File: src/rtl/mips_core.sv
// mips_core: single-cycle 32-bit MIPS integer core with PC, register file, decoder, ALU and next-PC logic.
// Optional feature macro: MIPS_LINK_JUMPS_EN adds jal/jr; without it both decode as nop.

module mips_regfile #(
  parameter int N         = 32,
  parameter int RegInBits = 5
) (
  input  logic                 clk,
  input  logic                 we,
  input  logic [RegInBits-1:0] ra1,
  input  logic [RegInBits-1:0] ra2,
  input  logic [RegInBits-1:0] wa,
  input  logic [N-1:0]         wd,
  output logic [N-1:0]         rd1,
  output logic [N-1:0]         rd2
);

  logic [N-1:0] registers [0:(2**RegInBits)-1];

  // No reset: contents survive reset and may be preloaded; r0 is never written.
  always_ff @(posedge clk) begin
    if (we && (wa != '0)) begin
      registers[wa] <= wd;
    end
  end

  assign rd1 = (ra1 == '0) ? '0 : registers[ra1];
  assign rd2 = (ra2 == '0) ? '0 : registers[ra2];

endmodule

module mips_core #(
  parameter int N         = 32,
  parameter int Pb        = 8,
  parameter int dmAddB    = 5,
  parameter int RegInBits = 5,
  parameter int saBits    = 5,
  parameter int ImmBits   = 16
) (
  input  logic              clk,
  input  logic              rst,
  input  logic [N-1:0]      ins,
  input  logic [N-1:0]      dm_q,
  output logic [Pb-1:0]     nxt_pc,
  output logic              dm_we,
  output logic              dm_re,
  output logic [dmAddB-1:0] dm_ad,
  output logic [N-1:0]      dm_d
);

  localparam logic [5:0] OP_RTYPE = 6'h00;
  localparam logic [5:0] OP_J     = 6'h02;
  localparam logic [5:0] OP_BEQ   = 6'h04;
  localparam logic [5:0] OP_BNE   = 6'h05;
  localparam logic [5:0] OP_ADDI  = 6'h08;
  localparam logic [5:0] OP_SLTI  = 6'h0A;
  localparam logic [5:0] OP_ANDI  = 6'h0C;
  localparam logic [5:0] OP_ORI   = 6'h0D;
  localparam logic [5:0] OP_LW    = 6'h23;
  localparam logic [5:0] OP_SW    = 6'h2B;

  localparam logic [5:0] FN_SLL = 6'h00;
  localparam logic [5:0] FN_SRL = 6'h02;
  localparam logic [5:0] FN_ADD = 6'h20;
  localparam logic [5:0] FN_SUB = 6'h22;
  localparam logic [5:0] FN_AND = 6'h24;
  localparam logic [5:0] FN_OR  = 6'h25;
  localparam logic [5:0] FN_SLT = 6'h2A;

`ifdef MIPS_LINK_JUMPS_EN
  localparam logic [5:0] OP_JAL = 6'h03;
  localparam logic [5:0] FN_JR  = 6'h08;
`endif

  typedef enum logic [2:0] {
    ALU_ADD,
    ALU_SUB,
    ALU_AND,
    ALU_OR,
    ALU_SLT,
    ALU_SLL,
    ALU_SRL
  } alu_op_e;

  logic [5:0]           op;
  logic [5:0]           funct;
  logic [RegInBits-1:0] rs_a;
  logic [RegInBits-1:0] rt_a;
  logic [RegInBits-1:0] rd_a;
  logic [saBits-1:0]    sa;
  logic [ImmBits-1:0]   imm;

  assign op    = ins[31:26];
  assign rs_a  = ins[25:21];
  assign rt_a  = ins[20:16];
  assign rd_a  = ins[15:11];
  assign sa    = ins[10:6];
  assign funct = ins[5:0];
  assign imm   = ins[ImmBits-1:0];

  logic    reg_we;
  logic    wa_sel_rt;
  logic    use_imm;
  logic    imm_zext;
  logic    mem_rd;
  logic    mem_wr;
  logic    br_eq;
  logic    br_ne;
  logic    jump;
  logic    jump_reg;
  logic    link;
  alu_op_e alu_op;

  always_comb begin
    reg_we    = 1'b0;
    wa_sel_rt = 1'b0;
    use_imm   = 1'b0;
    imm_zext  = 1'b0;
    mem_rd    = 1'b0;
    mem_wr    = 1'b0;
    br_eq     = 1'b0;
    br_ne     = 1'b0;
    jump      = 1'b0;
    jump_reg  = 1'b0;
    link      = 1'b0;
    alu_op    = ALU_ADD;
    case (op)
      OP_RTYPE: begin
        case (funct)
          FN_ADD: begin reg_we = 1'b1; alu_op = ALU_ADD; end
          FN_SUB: begin reg_we = 1'b1; alu_op = ALU_SUB; end
          FN_AND: begin reg_we = 1'b1; alu_op = ALU_AND; end
          FN_OR:  begin reg_we = 1'b1; alu_op = ALU_OR;  end
          FN_SLT: begin reg_we = 1'b1; alu_op = ALU_SLT; end
          FN_SLL: begin reg_we = 1'b1; alu_op = ALU_SLL; end
          FN_SRL: begin reg_we = 1'b1; alu_op = ALU_SRL; end
`ifdef MIPS_LINK_JUMPS_EN
          FN_JR:  jump_reg = 1'b1;
`endif
          default: ;
        endcase
      end
      OP_ADDI: begin reg_we = 1'b1; wa_sel_rt = 1'b1; use_imm = 1'b1; end
      OP_SLTI: begin reg_we = 1'b1; wa_sel_rt = 1'b1; use_imm = 1'b1; alu_op = ALU_SLT; end
      OP_ANDI: begin
        reg_we = 1'b1; wa_sel_rt = 1'b1; use_imm = 1'b1; imm_zext = 1'b1; alu_op = ALU_AND;
      end
      OP_ORI: begin
        reg_we = 1'b1; wa_sel_rt = 1'b1; use_imm = 1'b1; imm_zext = 1'b1; alu_op = ALU_OR;
      end
      OP_LW:  begin reg_we = 1'b1; wa_sel_rt = 1'b1; use_imm = 1'b1; mem_rd = 1'b1; end
      OP_SW:  begin use_imm = 1'b1; mem_wr = 1'b1; end
      OP_BEQ: br_eq = 1'b1;
      OP_BNE: br_ne = 1'b1;
      OP_J:   jump = 1'b1;
`ifdef MIPS_LINK_JUMPS_EN
      OP_JAL: begin jump = 1'b1; link = 1'b1; reg_we = 1'b1; end
`endif
      default: ;
    endcase
  end

  logic [N-1:0]         rs_val;
  logic [N-1:0]         rt_val;
  logic [N-1:0]         wb_data;
  logic [RegInBits-1:0] wa;

  assign wa = link ? '1 : (wa_sel_rt ? rt_a : rd_a);

  mips_regfile #(
    .N         (N),
    .RegInBits (RegInBits)
  ) rf (
    .clk (clk),
    .we  (reg_we & rst),
    .ra1 (rs_a),
    .ra2 (rt_a),
    .wa  (wa),
    .wd  (wb_data),
    .rd1 (rs_val),
    .rd2 (rt_val)
  );

  logic [N-1:0] imm_ext;
  logic [N-1:0] alu_b;
  logic [N-1:0] alu_result;

  assign imm_ext = imm_zext ? {{(N-ImmBits){1'b0}}, imm}
                            : {{(N-ImmBits){imm[ImmBits-1]}}, imm};
  assign alu_b   = use_imm ? imm_ext : rt_val;

  // Shifts act on rt (alu_b for R-type) by the instruction's sa field.
  always_comb begin
    alu_result = '0;
    case (alu_op)
      ALU_ADD: alu_result = rs_val + alu_b;
      ALU_SUB: alu_result = rs_val - alu_b;
      ALU_AND: alu_result = rs_val & alu_b;
      ALU_OR:  alu_result = rs_val | alu_b;
      ALU_SLT: alu_result = {{(N-1){1'b0}}, ($signed(rs_val) < $signed(alu_b))};
      ALU_SLL: alu_result = alu_b << sa;
      ALU_SRL: alu_result = alu_b >> sa;
      default: alu_result = '0;
    endcase
  end

  logic [Pb-1:0] pc_q;
  logic [Pb-1:0] pc_d;
  logic [Pb-1:0] pc_plus1;
  logic [Pb-1:0] branch_target;
  logic          operands_equal;

  assign pc_plus1       = pc_q + 1'b1;
  assign branch_target  = pc_plus1 + imm[Pb-1:0];
  assign operands_equal = (rs_val == rt_val);

  always_comb begin
    if (mem_rd) begin
      wb_data = dm_q;
    end else if (link) begin
      wb_data = {{(N-Pb){1'b0}}, pc_plus1};
    end else begin
      wb_data = alu_result;
    end
  end

  always_comb begin
    pc_d = pc_plus1;
    if (jump) begin
      pc_d = ins[Pb-1:0];
    end else if (jump_reg) begin
      pc_d = rs_val[Pb-1:0];
    end else if ((br_eq && operands_equal) || (br_ne && !operands_equal)) begin
      pc_d = branch_target;
    end
  end

  always_ff @(posedge clk or negedge rst) begin
    if (!rst) begin
      pc_q <= '0;
    end else begin
      pc_q <= pc_d;
    end
  end

  assign nxt_pc = pc_q;
  assign dm_we  = mem_wr & rst;
  assign dm_re  = mem_rd & rst;
  assign dm_ad  = alu_result[dmAddB+1:2];
  assign dm_d   = rt_val;

endmodule

File: config.mk
export PLATFORM = sky130hd
export DESIGN_NAME = mips_core
export DESIGN_NICKNAME = d
export VERILOG_FILES = /design/src/rtl/mips_core.sv
export SDC_FILE = /design/constraint.sdc
export NUM_CORES = 2
export LEC_CHECK = 0
export BUFFER_PORTS_ARGS = -buffer_cell sky130_fd_sc_hd__buf_4
export CELL_PAD_IN_SITES_DETAIL_PLACEMENT = 1
export CELL_PAD_IN_SITES_GLOBAL_PLACEMENT = 1
export CORE_MARGIN = 3
export CORE_UTILIZATION = 49
export DETAILED_ROUTE_END_ITERATION = 7
export PLACE_DENSITY = 0.83
export SETUP_SLACK_MARGIN = 0.2
export SYNTH_ARGS = -nofsm -noshare
export SYNTH_HDL_FRONTEND = slang
export SYNTH_SLANG_ARGS = --single-unit
File: constraint.sdc
create_clock -name clk -period 7.2 [get_ports clk]
set_input_delay 1.44 -clock clk [delete_from_list [all_inputs] [get_ports clk]]
set_output_delay 1.44 -clock clk [all_outputs]
set_load 0.03 [all_outputs]
==> results.md <==
* Post-synth top area share at 52.8%
* Final setup viols at 1
* Max_slew headroom at 2.18%
* Post-Layout Cell Count at 5,985
* Antenna violations before repair at 18
* Commonest cells in the netlist: 1,024 x edfxtp_1, 431 x mux4_2, 220 x mux2i_1, 207 x nand2_1, 149 x nor2_1
* Hold_ws at 522 ps
* Post-synth ARST share at 0.775%
* Remaining DRCs at 92
* Vias in the first global route at around 49,000
* Ratio of final minimum period to clock period at 102%
* CTS Buf Count at about 100
* Die Wd at 351 um
* DRT Wirelength at about 280,000 um
* Switching share of power at 33.5%
* Ys flop type: edfxtp_1
* Critical Path RT at around 5800 ps
* Mapped cell area at 58,200 um2
* Iter 0 DRT Violations at 9,007
* GP Congestion at 1.08
* DP HPWL at between 150,000 and 200,000 um
* Worst-Skew Late Latency at 780 ps
* Global-route wire length before repair at 388,000 um
* Num rows at 125
* Worst path arrival time at 5930 ps
* Crit. End Element: primary output
* Sequential cell area at a little over 30,000 um2
* PD cells at ~280 nW/um2
* Psw at 6.37 mW
* Fill cell total of the finished layout at between 10,000 and 15,000
* Die ar. at 123,000 um2
* Reg power frac at roughly two fifths
* Max Cap Viol at 0
* Hold WC Path Type: in -> async
* H-tree levels at 3
* Largest net degree at the start of global routing at between 40 and 50
* RSZ-0062 raised after global routing: yes
* Distinct cells, synth at 123
* Clock skew at 67.7 ps
* Startpoint types: input pin
* Crit path setup slack, layout at -173 ps
* Core Util, Final at 58.3%
* Worst-Margin Slew at 1460 ps
* Fraction of final layout cells sized beyond drive strength 1 at between 30% and 40%
* Critical path type: in -> out
* Fin. Hold Viols at 0
* I/O Buffers at 112
* Die Ht at ~350 um
* Routed wire per std cell at 47.5 um
* Area of the multi-input gates at 25,400 um2
* GR Util All Layers at roughly 45%
* Syn Area/Cell at 15.1 um2
* Initial Util at 49.7%
* TritonCTS clock tree: done
* Crit path max fanout at 9
* Static Leakage at 24.0 nW
* Syn-to-layout area delta at 17.3%
* Tmin final at around 7400 ps
* Final antenna-violating net count at 0
* Cells taking the most area after synthesis: edfxtp_1 53%, mux4_2 17%, mux2i_1 3.8%
* Failing checks: DRC, setup timing
* Synth Instances at approximately 3,800
* Place WS at -462 ps
* Maximum VDD drop at 0.234 mV
* Slew Viols, Final at 0
* Pre-Repair DR Iteration Count at 8
* Clock Tree Buf Depth at 3
* Biggest area consumer among synthesized cells: edfxtp_1
* Hold-fix buffers, CTS at 0
* Status: complete, but fails checks
* Remaining global-route overflow at 0
* Placed cells at 5,764
* Post-synth EDFFs at 1,024
* CTS clk-pin slew, worst paths at 70 ps
* Register area share after synthesis at 53.2%
* Clock power frac at 30.2%
* Yosys warns at 0
* # clock sinks at 1,032
* Fin nets at 4,540
* Core area at 117,000 um2
* Logic pwr share at ~29%
* Fmax at around 140 MHz
* Pint at 12.7 mW
* Drt via density at 8.09
* Most common cell in the synthesized netlist: edfxtp_1
* Yosys reg bits at 1,032
* Ports at 113
* Detailed-route via count at just under 50,000
* Root Buffer Master: clkbuf_16
==> power groups by stage <==
stage | sequential, mW | combinational (mW) | clock (mW)
floorplan | 7.87 | 2.61 | 0
detailed placement | 7.83 | 5.05 | 0
global placement | 7.82 | 4.87 | 0
global route | 7.73 | 5.68 | 5.93
finish | 7.73 | 5.55 | 5.76
CTS | 7.71 | 5.15 | 5.61
==> final cells by class <==
cell class | count | area share, %
Tap cell | 1524 | 2.79
Inverter | 129 | 0.733
Clock inverter | 72 | 1.16
Timing Repair Buffer | 689 | 8.93
Antenna cell | 15 | 0.0550
Clock buffer | 112 | 3.79
Sequential cell | 1032 | 45.3
Multi-Input combinational cell | 2412 | 37.2
==> flip-flops by register name, summed over array words and instances (netlist names) <==
signal and count:
rf.registers 1024, nxt_pc 8
==> timing repair <==
action / in CTS / in global routing
pin swaps: 5 / 9
setup endpoints to repair: 37 / 101
setup buffers: 11 / 7
resized for setup: 22 / 53
gates cloned: 1 / 3
==> through the flow <==
step / TNS [ps] / area, um2 / total power [mW]
5_1_grt: -180 / 68200 / 19.3
6_report: -173 / 68200 / 19.0
2_1_floorplan: 0 / 58400 / 10.5
3_5_place_dp: -79930 / 64200 / 12.9
4_1_cts: -18.5 / 67800 / 18.5
3_3_place_gp: -39260 / 64200 / 12.7
==> logic make-up after synthesis <==
group | Yosys count | share of synthesized area, %
DFF | 1032 | 53.2
AOI/OAI and AO/OA | 812 | 10.1
muxes | 737 | 23.3
and+or+nand+nor | 647 | 5.39
xor gates and xnor gates | 75 | 1.13
other | 1 | 0.00645
buffers and inverters | 432 | 4.52
adders and majority gates | 109 | 2.38
==> worst max-delay path: stages <==
cell       delay (ps)
buf_4             220
or3b_4            550
buf_4             210
o22ai_2           280
a211oi_2          120
a211oi_4          510
mux2i_4           230
ha_1              390
inv_1             120
a21oi_2           210
o21bai_1           90
a21oi_1           240
nand2_1           100
nand2_1            80
xor2_1             70
a221o_1           310
a2111oi_2         250
o211ai_1          250
buf_4             230
==> cell usage in the layout, fill, tap and decap left out, types with 33 or more instances in the layout <==
master	netlist	layout
a22oi_1	115	114
mux4_1	37	36
nand2_1	207	202
o22ai_1	73	72
nor2_1	149	130
a21oi_1	124	118
edfxtp_1	1024	1024
mux2i_1	220	219
xnor2_1	53	53
clkbuf_16	0	105
a211oi_1	52	51
o22a_1	38	38
o21ai_0	103	98
mux4_2	431	432
buf_4	12	612
inv_1	123	119
nor3_1	44	33
nand3_1	80	75
nand4_1	35	35
buf_12	17	53
ha_1	106	103
==> final timing paths <==
check / start / endpoint / slack (ps) / depth (start not counted)
setup reg to reg: rf.registers[24][6]$_DFFE_PP_ / rf.registers[25][25]$_DFFE_PP_ / 990 / 20
setup / recovery: ins[17] / dm_ad[4] / -170 / 19
hold reg to reg: nxt_pc[6]$_DFF_PN0_ / nxt_pc[6]$_DFF_PN0_ / 720 / 3
min in group clk: nxt_pc[6]$_DFF_PN0_ / nxt_pc[6]$_DFF_PN0_ / 720 / 3
hold / removal: rst / nxt_pc[3]$_DFF_PN0_ / 520 / 1
max in group asynchronous: rst / nxt_pc[5]$_DFF_PN0_ / 6520 / 1
==> layer usage <==
layer / wire length, um / part of all wire (%) / vias to the layer above / global-route usage [%]
met4: 33200 / 12 / 10 / 39.3
li1: - / - / 16900 / -
met1: 83800 / 29 / 23400 / 50.3
met5: 306 / 0.11 / - / 0.785
met3: 47400 / 17 / 2161 / 21.3
met2: 120000 / 42 / 6010 / 65.8
(Power assumes the default switching activity.)
